==> src/rtl/regdump_pkg.sv <==
// rtl/regdump_pkg.sv - shared state encoding and ASCII constants for the register dump reader
// Ports: none (package only).
package regdump_pkg;

  typedef enum logic [2:0] {
    ST_IDLE     = 3'd0,
    ST_CAPTURE  = 3'd1,
    ST_SEND_HI  = 3'd2,
    ST_SEND_LO  = 3'd3,
    ST_SEND_SEP = 3'd4,
    ST_DONE     = 3'd5
  } state_e;

  localparam logic [7:0] ASCII_SPACE = 8'h20;
  localparam logic [7:0] ASCII_LF    = 8'h0A;
  localparam logic [7:0] ASCII_ZERO  = 8'h30;
  localparam logic [7:0] ASCII_A     = 8'h41;

  localparam int NUM_REGS_DEFAULT = 9;

endpackage

==> src/rtl/reg_dump_reader_nibble_to_ascii.sv <==
// rtl/reg_dump_reader_nibble_to_ascii.sv - combinational hex nibble to uppercase ASCII
// Ports:
//   nibble : 4-bit value 0..F
//   ascii  : '0'..'9' or 'A'..'F'
module nibble_to_ascii
  import regdump_pkg::*;
(
  input  logic [3:0] nibble,
  output logic [7:0] ascii
);

  always_comb begin
    ascii = ASCII_ZERO;
    if (nibble < 4'd10) begin
      ascii = ASCII_ZERO + {4'h0, nibble};
    end else begin
      ascii = ASCII_A + {4'h0, nibble - 4'd10};
    end
  end

endmodule

==> src/rtl/reg_dump_reader.sv <==
// rtl/reg_dump_reader.sv - walks the register file and streams each entry as two hex chars plus a separator
// Ports:
//   CLK, RST_n      : clock, asynchronous active-low reset
//   start           : begin a full dump (only honoured while idle)
//   ra / rd         : register-file read address / combinational read data
//   out_data/valid  : ASCII byte stream to the consumer, out_ready is its accept
//   busy            : high whenever not idle
//   done            : one-cycle pulse after the final separator is accepted
module reg_dump_reader
  import regdump_pkg::*;
#(
  parameter int         NUM_REGS = NUM_REGS_DEFAULT,
  parameter logic [7:0] LAST_SEP = ASCII_LF
) (
  input  logic       CLK,
  input  logic       RST_n,
  input  logic       start,
  output logic [3:0] ra,
  input  logic [7:0] rd,
  output logic [7:0] out_data,
  output logic       out_valid,
  input  logic       out_ready,
  output logic       busy,
  output logic       done
);

  localparam logic [3:0] LAST_IDX = 4'(NUM_REGS - 1);

  state_e     state_q, state_d;
  logic [3:0] idx_q, idx_d;
  logic [7:0] data_q, data_d;
  logic [7:0] out_data_q, out_data_d;
  logic       out_valid_q, out_valid_d;
  logic       busy_q, busy_d;
  logic       done_q, done_d;

  logic       xfer;
  logic [7:0] hi_ascii;
  logic [7:0] lo_ascii;

  // Characters are derived from the next-cycle data so the outputs can be
  // registered alongside the state they belong to.
  nibble_to_ascii u_hi (
    .nibble (data_d[7:4]),
    .ascii  (hi_ascii)
  );

  nibble_to_ascii u_lo (
    .nibble (data_d[3:0]),
    .ascii  (lo_ascii)
  );

  assign xfer = out_valid_q & out_ready;

  always_comb begin
    state_d     = state_q;
    idx_d       = idx_q;
    data_d      = data_q;
    out_data_d  = 8'h00;
    out_valid_d = 1'b0;

    case (state_q)
      ST_IDLE: begin
        if (start) begin
          idx_d   = 4'd0;
          state_d = ST_CAPTURE;
        end
      end
      ST_CAPTURE: begin
        data_d  = rd;
        state_d = ST_SEND_HI;
      end
      ST_SEND_HI: begin
        if (xfer) state_d = ST_SEND_LO;
      end
      ST_SEND_LO: begin
        if (xfer) state_d = ST_SEND_SEP;
      end
      ST_SEND_SEP: begin
        if (xfer) begin
          if (idx_q < LAST_IDX) begin
            idx_d   = idx_q + 4'd1;
            state_d = ST_CAPTURE;
          end else begin
            state_d = ST_DONE;
          end
        end
      end
      ST_DONE: begin
        idx_d   = 4'd0;
        state_d = ST_IDLE;
      end
      default: begin
        idx_d   = 4'd0;
        state_d = ST_IDLE;
      end
    endcase

    // A stalled byte keeps state and data, so the recomputed outputs match
    // the current ones and nothing is dropped or repeated.
    case (state_d)
      ST_SEND_HI: begin
        out_valid_d = 1'b1;
        out_data_d  = hi_ascii;
      end
      ST_SEND_LO: begin
        out_valid_d = 1'b1;
        out_data_d  = lo_ascii;
      end
      ST_SEND_SEP: begin
        out_valid_d = 1'b1;
        out_data_d  = (idx_d < LAST_IDX) ? ASCII_SPACE : LAST_SEP;
      end
      default: begin
        out_valid_d = 1'b0;
        out_data_d  = 8'h00;
      end
    endcase

    busy_d = (state_d != ST_IDLE);
    done_d = (state_d == ST_DONE);
  end

  always_ff @(posedge CLK or negedge RST_n) begin
    if (!RST_n) begin
      state_q     <= ST_IDLE;
      idx_q       <= 4'd0;
      data_q      <= 8'h00;
      out_data_q  <= 8'h00;
      out_valid_q <= 1'b0;
      busy_q      <= 1'b0;
      done_q      <= 1'b0;
    end else begin
      state_q     <= state_d;
      idx_q       <= idx_d;
      data_q      <= data_d;
      out_data_q  <= out_data_d;
      out_valid_q <= out_valid_d;
      busy_q      <= busy_d;
      done_q      <= done_d;
    end
  end

  assign ra        = idx_q;
  assign out_data  = out_data_q;
  assign out_valid = out_valid_q;
  assign busy      = busy_q;
  assign done      = done_q;

endmodule

==> config.mk <==
export PLATFORM = sky130hd
export DESIGN_NAME = reg_dump_reader
export DESIGN_NICKNAME = d
export VERILOG_FILES = /design/src/rtl/regdump_pkg.sv /design/src/rtl/reg_dump_reader_nibble_to_ascii.sv /design/src/rtl/reg_dump_reader.sv
export SDC_FILE = /design/constraint.sdc
export NUM_CORES = 1
export LEC_CHECK = 0
export ABC_CLOCK_PERIOD_IN_PS = 5640
export CAP_MARGIN = 20
export CORE_MARGIN = 2
export CORE_UTILIZATION = 45
export DETAILED_ROUTE_END_ITERATION = 8
export HOLD_SLACK_MARGIN = 0.03
export PLACE_DENSITY = 0.71
export SYNTH_ARGS = -nofsm -noshare
export SYNTH_HDL_FRONTEND = slang
export SYNTH_HIERARCHICAL = 1
export SYNTH_SLANG_ARGS = --single-unit
export TNS_END_PERCENT = 30
==> constraint.sdc <==
create_clock -name CLK -period 5.64 [get_ports CLK]
set_clock_uncertainty 0.1 [all_clocks]
set_input_delay 1.128 -clock CLK [delete_from_list [all_inputs] [get_ports CLK]]
set_output_delay 1.128 -clock CLK [all_outputs]
set_load 0.05 [all_outputs]
==> flow_metrics.env, run 1 <==
export IMPL_syn_area_um2=1351
export IMPL_hp_class="register to register"
export IMPL_die_area_um2=3457
export IMPL_root_buffer="clkbuf_4"
export IMPL_endpoint_kind="output port"
export IMPL_violations="design-rule violations"
export IMPL_final_hold_violation_count=0
export IMPL_p_leak_uw=0.0007703
export IMPL_maxSlewHeadroom_pct=56.42
export IMPL_grt_overflow_total=0
export IMPL_powerDensity_nw_per_um2=650.1
export IMPL_clock_sinks=26
export IMPL_slowest_delay_ns=0.84
export IMPL_cts_htree_levels=1
export IMPL_die_y_um=58.80
export IMPL_drt_iter0_drc=29
export IMPL_clkLatencyLatePin_ns=0.33
export IMPL_dr_pass1_iters=6
export IMPL_power_uw=1096
export IMPL_die_w_um=58.80
export IMPL_critPathTopFamily="buffers and inverters"
export IMPL_n_fill_cell=241
export IMPL_rsz0062_at_grt="false"
export IMPL_most_common_layout_cells="dfrtp_1, clkdlybuf4s50_1, a21oi_1"
export IMPL_hold_buffers=0
export IMPL_core_um2=2805
export IMPL_critical_path_class="register to output port"
export IMPL_grt_pass1_wl_um=4540
export IMPL_run_status="finished with violations"
export IMPL_grt_pass1_vias=986
export IMPL_grt_total_usage_pct=17.74
export IMPL_period_minus_slack_ns=2.870
export IMPL_clkTransAtPathRegs_ns=0.15
export IMPL_syn_nets=139
export IMPL_path_buf_inv=1
export IMPL_drt_vias_per_instance=5.644
export IMPL_synth_seq_area_share_pct=48.15
export IMPL_initial_core_util_pct=48.17
export IMPL_yosys_warnings=6
export IMPL_antenna_found_initial=0
export IMPL_placed_area_um2=1634
export IMPL_nNetsFinal=167
export IMPL_cts_resized_gates=0
export IMPL_hold_slack_ns=0.4719
export IMPL_drcViolationCount=2
export IMPL_wl_per_cell_um=15.11
export IMPL_synth_cells=122
export IMPL_maxSlewViolCount=0
export IMPL_cpMaxStageDelayCell="clkdlybuf4s50_1"
export IMPL_avgSynthCellArea_um2=11.08
export IMPL_grt_max_degree=27
export IMPL_drv_cap=0
export IMPL_path_cells="clkdlybuf4s50_1"
export IMPL_tns_ns=0
export IMPL_place_congestion=0.8080
export IMPL_max_clock_freq_mhz=348.4
export IMPL_cts_buffers=3
export IMPL_insertedDiodeCount=0
export IMPL_post_route_period_util_pct=50.89
export IMPL_area_growth_syn_to_layout_pct=24.81
export IMPL_layout_drive_gt1_share_pct=12.08
export IMPL_num_vias=1016
export IMPL_ys_ff_latch=26
export IMPL_cts_setup_buffers=0
export IMPL_irDropWorstVdd_uv=423.4
export IMPL_wl_um=2720
export IMPL_cp_arrival_ns=1.64
export IMPL_port_buffers=26
export IMPL_cp_required_ns=4.41
export IMPL_cp_max_fo=6
export IMPL_cts_tree="done"
export IMPL_ant_nets=0
export IMPL_crit_path_start_kind="register"
export IMPL_io_pins=27
export IMPL_yosysUniqueCellTypes=36
export IMPL_rows=19
export IMPL_worstMarginPinSlew_ns=0.6537
export IMPL_clk_path_buf_depth=2
export IMPL_dp_hpwl_um=1980
export IMPL_finalSetupViolations=0
export IMPL_final_area_um2=1687
## final timing paths
| check | slack [ns] | cells after the start | from | end |
|---|---|---|---|---|
| setup / recovery | 2.77 | 1 | ra[3] | ra[3] |
| hold / removal | 0.47 | 1 | data_q[0] | data_q[0] |
| setup reg to reg | 3.02 | 8 | state_q[1] | out_data[2] |
| hold reg to reg | 0.47 | 1 | data_q[0] | data_q[0] |
| max in group asynchronous | 4.15 | 2 | RST_n | data_q[1] |
| min in group asynchronous | 1.03 | 2 | RST_n | state_q[1] |
## synth_stat cells
library cell  instances  area (um^2)
nor2_1                4        15.01
a211oi_1              2        15.01
o21bai_1              1        7.510
ha_1                  5        62.56
a221o_1               4        40.04
nor4b_1               1        8.760
nand3_1               2        10.01
nand2_1               2        7.510
o21ai_0               2        10.01
o21a_1                2        15.01
nor4_2                1        12.51
xnor2_1               3        26.28
nor2b_1               3        18.77
nor2_2                1        6.260
buf_1                 1        3.750
buf_2                 1        5.000
nand2b_1              1        6.260
xor2_1                2        17.52
nor3_1                1        5.000
a41oi_1               1        8.760
and3b_1               1        8.760
or2_1                 1        6.260
nand3b_1              1        7.510
conb_1                2        7.510
a31o_1                2        17.52
buf_4                 2        15.01
mux2_2                9        101.4
a2bb2oi_1             1        8.760
o211ai_1              1        7.510
and3_1                4        25.02
dfrtp_1              26        650.6
a21o_1                1        7.510
a21oi_1              12        60.06
a22o_1                6        52.55
inv_1                11        41.29
o21ai_4               2        32.53
## final cells by class
cell class,count,area (um^2),share of cell area [%]
Clock buffer,3,22.52,1.335
Clock inverter,1,30.03,1.780
Inverter,11,41.29,2.448
Multi-Input combinational cell,81,635.6,37.69
Sequential cell,26,650.6,38.58
Tap cell,31,38.79,2.300
Timing Repair Buffer,27,267.8,15.88
## metrics by stage
| step | utilization, % | setup slack [ns] | cells |
|---|---|---|---|
| floorplan | - | 3.240 | 122 |
| global placement | 58.25 | 2.761 | 176 |
| detailed placement | 58.25 | 2.706 | 176 |
| CTS | 60.12 | 2.759 | 180 |
| global route | 60.12 | 2.702 | 180 |
| finish | 60.12 | 2.770 | 180 |
## state kept, by name (all words and copies together), names as in the netlist
| signal | count |
|---|---|
| out_valid | 1 |
| ra | 4 |
| state_q | 3 |
| busy | 1 |
| done | 1 |
| out_data | 8 |
| data_q | 8 |
## metal layers
| metal | up-vias | share of wire (%) | track usage (%) |
|---|---|---|---|
| met2 | 25 | 48 | 28.57 |
| met1 | 493 | 47 | 23.55 |
| met4 | 0 | 1.7 | 7.792 |
| li1 | 493 | - | - |
| met3 | 5 | 3.8 | 2.857 |
| met5 | - | 0 | 0 |
## cells by family after synthesis
logic type | count (synthesis) | share of synthesized area (%)
other | 2 | 0.5558
buffers and inverters | 15 | 4.814
AOI/OAI and AO/OA | 37 | 20.93
and+or+nand+nor | 23 | 10.19
DFF | 26 | 48.15
muxes | 9 | 7.500
adders and majority gates | 5 | 4.630
xor gates and xnor gates | 5 | 3.241
## where the power goes
| group | switching, uW | internal, uW |
|---|---|---|
| logic | 396 | 270 |
| registers | 39.1 | 259 |
| clock network | 60.7 | 71.9 |
| total | 495 | 601 |
Power figures use the tool's default switching activity.
==> run 2: changes to the inputs <==
- ABC_CLOCK_PERIOD_IN_PS: 5640 -> 2900
- clock period: 5.64 -> 2.9 ns (I/O delays scaled with it)
==> run 2 against run 1 <==
Against the previous run:
- the flow still finishes with violations (design-rule violations)
- sequential share of layout area up 0.70 points
- global-route usage down 0.51 points
- setup slack got worse by 2.4 ns
- critical endpoint is now out_data[2]
- largest cell class unchanged
- largest power group unchanged
- highest routed layer unchanged
==> flow_metrics.env, run 2 (synthesis gave the netlist of run 1 again) <==
export IMPL_multi_input_area_um2=635.6
export IMPL_drv_cap=0
export IMPL_cts_htree_levels=1
export IMPL_reg2reg_to="out_data[2]"
export IMPL_die_y_um=58.80
export IMPL_initial_core_util_pct=48.17
export IMPL_wl_um=2611
export IMPL_r2r_cells=8
export IMPL_reg2reg_slack_ns=0.40
export IMPL_run_status="finished with violations"
export IMPL_ant_nets=0
export IMPL_layout_setup_ws_ns=0.4016
export IMPL_power_uw=2005
export IMPL_clock_sinks=26
export IMPL_endpoint_kind="register"
export IMPL_cp_max_fo=8
export IMPL_maxSlewViolCount=0
export IMPL_cp_arrival_ns=2.62
export IMPL_cp_required_ns=3.02
export IMPL_io_pins=27
export IMPL_layout_drive_gt1_share_pct=11.49
export IMPL_finalSetupViolations=0
export IMPL_dp_cells=176
export IMPL_rows=19
export IMPL_hp_class="register to register"
export IMPL_cts_resized_gates=0
export IMPL_irDropWorstVdd_uv=597.7
export IMPL_clkTransAtPathRegs_ns=0.14
export IMPL_min_to="data_q[4]"
export IMPL_worstMarginPinSlew_ns=0.6009
export IMPL_nNetsFinal=167
export IMPL_grt_pass1_wl_um=4533
export IMPL_area_growth_syn_to_layout_pct=22.59
export IMPL_wl_met2_um=1315
export IMPL_cts_tree="done"
export IMPL_cts_buffers=3
export IMPL_drt_vias_per_instance=5.737
export IMPL_core_um2=2805
export IMPL_dr_pass1_iters=8
export IMPL_maxSlewHeadroom_pct=59.94
export IMPL_hold_buffers=0
export IMPL_cts_setup_buffers=0
export IMPL_wl_per_cell_um=14.59
export IMPL_max_clock_freq_mhz=400.3
export IMPL_num_vias=1027
export IMPL_ff_latch_area_um2=650.6
export IMPL_clk_path_buf_depth=2
export IMPL_grt_overflow_total=0
export IMPL_crit_path_start_kind="register"
export IMPL_p_leak_uw=0.0007562
export IMPL_insertedDiodeCount=0
export IMPL_post_route_period_util_pct=86.15
export IMPL_place_congestion=0.7892
export IMPL_most_common_layout_cells="dfrtp_1, clkdlybuf4s50_1, a21oi_1"
export IMPL_worstHoldStart="data_q[4]"
export IMPL_violations="design-rule violations"
export IMPL_final_hold_violation_count=0
export IMPL_wl_met1_um=1157
export IMPL_tns_ns=0
export IMPL_powerDensity_nw_per_um2=1210
export IMPL_finalNonFillerCells=179
export IMPL_highest_layer="met4"
export IMPL_rsz0062_at_grt="false"
export IMPL_route_met3_wl_um=105
export IMPL_die_w_um=58.80
export IMPL_critical_path_class="register to register"
export IMPL_antenna_found_initial=0
export IMPL_port_buffers=26
export IMPL_grt_total_usage_pct=17.23
export IMPL_grt_pass1_vias=988
export IMPL_clkLatencyLatePin_ns=0.32
export IMPL_pre_cts_ws_ns=0.4072
export IMPL_drt_iter0_drc=28
export IMPL_die_area_um2=3457
export IMPL_holdPathStages=1
export IMPL_rr_startpoint="state_q[1]"
export IMPL_dp_hpwl_um=1992
export IMPL_root_buffer="clkbuf_4"
export IMPL_drcViolationCount=1
export IMPL_period_minus_slack_ns=2.498
export IMPL_n_fill_cell=246
export IMPL_grt_max_degree=27
## run 2: cell type report
class	instances	share of cell area, %
inverter	11	2.492
clock buffer	3	1.360
sequential	26	39.27
multi-input combinational	81	38.37
timing repair buffer	27	16.16
tap	31	2.341
## run 2: worst max path at each step
stage                     depth (start not counted)     endpoint  slack, ns  startpoint
after floorplan                                   8  out_data[2]       0.64  state_q[2]
after global placement                            8  out_data[2]       0.49  state_q[1]
after detailed placement                          8  out_data[2]       0.41  state_q[1]
after CTS                                         8  out_data[2]       0.39  state_q[1]
after global routing                              8  out_data[2]       0.21  state_q[1]
final                                             8  out_data[2]       0.40  state_q[1]
## run 2: per-stage QoR
step                      util (%)  instance area (um^2)  hold WS, ns
after global placement       58.25                  1634       0.4368
final                        59.05                  1657       0.4662
after CTS                    59.05                  1657       0.4757
after global routing         59.05                  1657       0.5098
after floorplan                  -                  1351       0.1844
after detailed placement     58.25                  1634       0.4453
## run 2: routing by layer
metal / track usage (%) / vias to the layer above
li1: - / 491
met2: 28.41 / 22
met3: 2.637 / 4
met1: 22.71 / 510
met4: 6.818 / 0
met5: 0 / -
## run 2: critical path: stages, from the launching register on
cell      delay (ns)
dfrtp_1         0.47
nand2b_1        0.20
nor2_2          0.36
mux2_2          0.45
inv_1           0.10
ha_1            0.26
xor2_1          0.16
a21oi_1         0.08
a22o_1          0.21
## run 2: power breakdown
part	switching, uW	total (uW)	internal [uW]
clock network	106	155	48.7
logic	747	1270	525
registers	74.5	578	504
total	927	2000	1080
==> run 3: changes to the inputs <==
- REMOVE_ABC_BUFFERS: unset -> 1
==> run 3 against run 2 <==
Against the previous run:
- the flow still finishes with violations (design-rule violations)
- critical path depth did not move
- sequential power barely moved
- core utilization rose by 1.1 points
- critical endpoint unchanged
- largest cell class unchanged
- largest power group unchanged
==> flow_metrics.env, run 3 (synthesis gave the netlist of run 1 again) <==
export IMPL_run_status="finished with violations"
export IMPL_violations="design-rule violations"
export IMPL_n_fill_cell=255
export IMPL_initial_core_util_pct=48.17
export IMPL_rsz0062_at_grt="false"
export IMPL_placed_area_um2=1634
export IMPL_p_leak_uw=0.0007703
export IMPL_max_clock_freq_mhz=392.8
export IMPL_tns_ns=0
export IMPL_hp_class="primary input to async pin"
export IMPL_io_pins=27
export IMPL_drcViolationCount=1
export IMPL_cp_arrival_ns=2.69
export IMPL_maxSlewViolCount=0
export IMPL_clkTransAtPathRegs_ns=0.15
export IMPL_final_core_utilization_pct=60.12
export IMPL_r2r_cells=8
export IMPL_cp_max_fo=8
export IMPL_clkLatencyLatePin_ns=0.34
export IMPL_grt_pass1_wl_um=4857
export IMPL_grt_overflow_total=0
export IMPL_post_route_period_util_pct=87.79
export IMPL_final_hold_violation_count=0
export IMPL_final_area_um2=1687
export IMPL_endpoint_kind="register"
export IMPL_ant_nets=0
export IMPL_cp_required_ns=3.05
export IMPL_die_area_um2=3457
export IMPL_area_growth_syn_to_layout_pct=24.81
export IMPL_nNetsFinal=167
export IMPL_rows=19
export IMPL_hold_buffers=0
export IMPL_clk_path_buf_depth=2
export IMPL_insertedDiodeCount=0
export IMPL_clock_sinks=26
export IMPL_num_vias=1036
export IMPL_drt_iter0_drc=32
export IMPL_drv_cap=0
export IMPL_antenna_found_initial=0
export IMPL_powerDensity_nw_per_um2=1259
export IMPL_grt_max_degree=27
export IMPL_ff_latch_area_um2=650.6
export IMPL_cts_buffers=3
export IMPL_root_buffer="clkbuf_4"
export IMPL_place_congestion=0.8596
export IMPL_cpMaxStageDelayCell="dfrtp_1"
export IMPL_wl_per_cell_um=15.51
export IMPL_cts_setup_buffers=0
export IMPL_path_cells="nand2b_1 -> nor2_2 -> mux2_2 -> inv_1 -> ha_1 -> xor2_1 -> a21oi_1 -> a22o_1"
export IMPL_port_buffers=26
export IMPL_slowest_delay_ns=0.49
export IMPL_worstMarginPinSlew_ns=0.6646
export IMPL_layout_drive_gt1_share_pct=12.08
export IMPL_multi_input_area_um2=635.6
export IMPL_critical_path_class="register to register"
export IMPL_finalSetupViolations=0
export IMPL_drt_vias_per_instance=5.756
export IMPL_die_w_um=58.80
export IMPL_grt_total_usage_pct=18.70
export IMPL_most_common_layout_cells="dfrtp_1, clkdlybuf4s50_1, a21oi_1"
export IMPL_die_y_um=58.80
export IMPL_dr_pass1_iters=7
export IMPL_irDropWorstVdd_uv=672.2
export IMPL_grt_pass1_vias=1033
export IMPL_wl_um=2791
export IMPL_cts_htree_levels=1
export IMPL_cts_resized_gates=0
export IMPL_cts_tree="done"
export IMPL_dp_hpwl_um=2025
export IMPL_core_um2=2805
export IMPL_period_minus_slack_ns=2.546
export IMPL_crit_path_start_kind="register"
export IMPL_maxSlewHeadroom_pct=55.69
==> run 3: cell types whose count changed in the layout (fill, tap and decap cells not counted), sizes merged <==
| cell | previous run | this run |
|---|---|---|
| bufinv | 0 | 1 |
==> run 3: critical path: cells and delay by family (launching register included) <==
family          cells  cell delay [ns]
simple gates        2             0.57
flops               1             0.49
mux                 1             0.46
compound gates      2             0.30
fa+ha+maj           1             0.26
xor+xnor            1             0.19
buf+inv             1             0.09
==> run 3: where the power goes <==
part	internal, uW	leakage [uW]	switching [uW]	total (uW)
Sequential	503	0.000324	76.7	580
Clock	140	0.0000279	118	257
Combinational	526	0.000418	759	1290
Total	1170	0.000770	953	2120
==> run 3: area by class of cell <==
cell class | instances | share of cell area, %
Sequential cell | 26 | 38.58
Multi-Input combinational cell | 81 | 37.69
Inverter | 11 | 2.448
Clock buffer | 3 | 1.335
Clock inverter | 1 | 1.780
Timing Repair Buffer | 27 | 15.88
Tap cell | 31 | 2.300
==> run 3: path summary, 6_finish.rpt <==
kind | start | end | slack (ns)
min reg2reg | data_q[0] | data_q[0] | 0.48
max in group asynchronous | RST_n | state_q[2] | 1.97
max reg2reg | state_q[1] | out_data[2] | 0.35
min | RST_n | data_q[7] | 0.48
max | state_q[1] | out_data[2] | 0.35
min in group CLK | data_q[0] | data_q[0] | 0.48
==> run 3: per-layer routing <==
metal	up-vias	track usage [%]	wire [um]
met4	0	8.766	53
met1	512	24.11	1235
met2	26	30.95	1364
li1	493	-	-
met3	5	2.637	138
met5	-	0	0
==> run 3: metrics by stage <==
step	instances	power, uW	setup slack (ns)	hold WS [ns]
4_1_cts	180	2136	0.3606	0.4802
5_1_grt	180	2282	0.2182	0.4984
6_report	180	2123	0.3541	0.4754
2_1_floorplan	118	1550	0.6601	0.1844
3_3_place_gp	176	1828	0.5103	0.4369
3_5_place_dp	176	1874	0.3967	0.4460
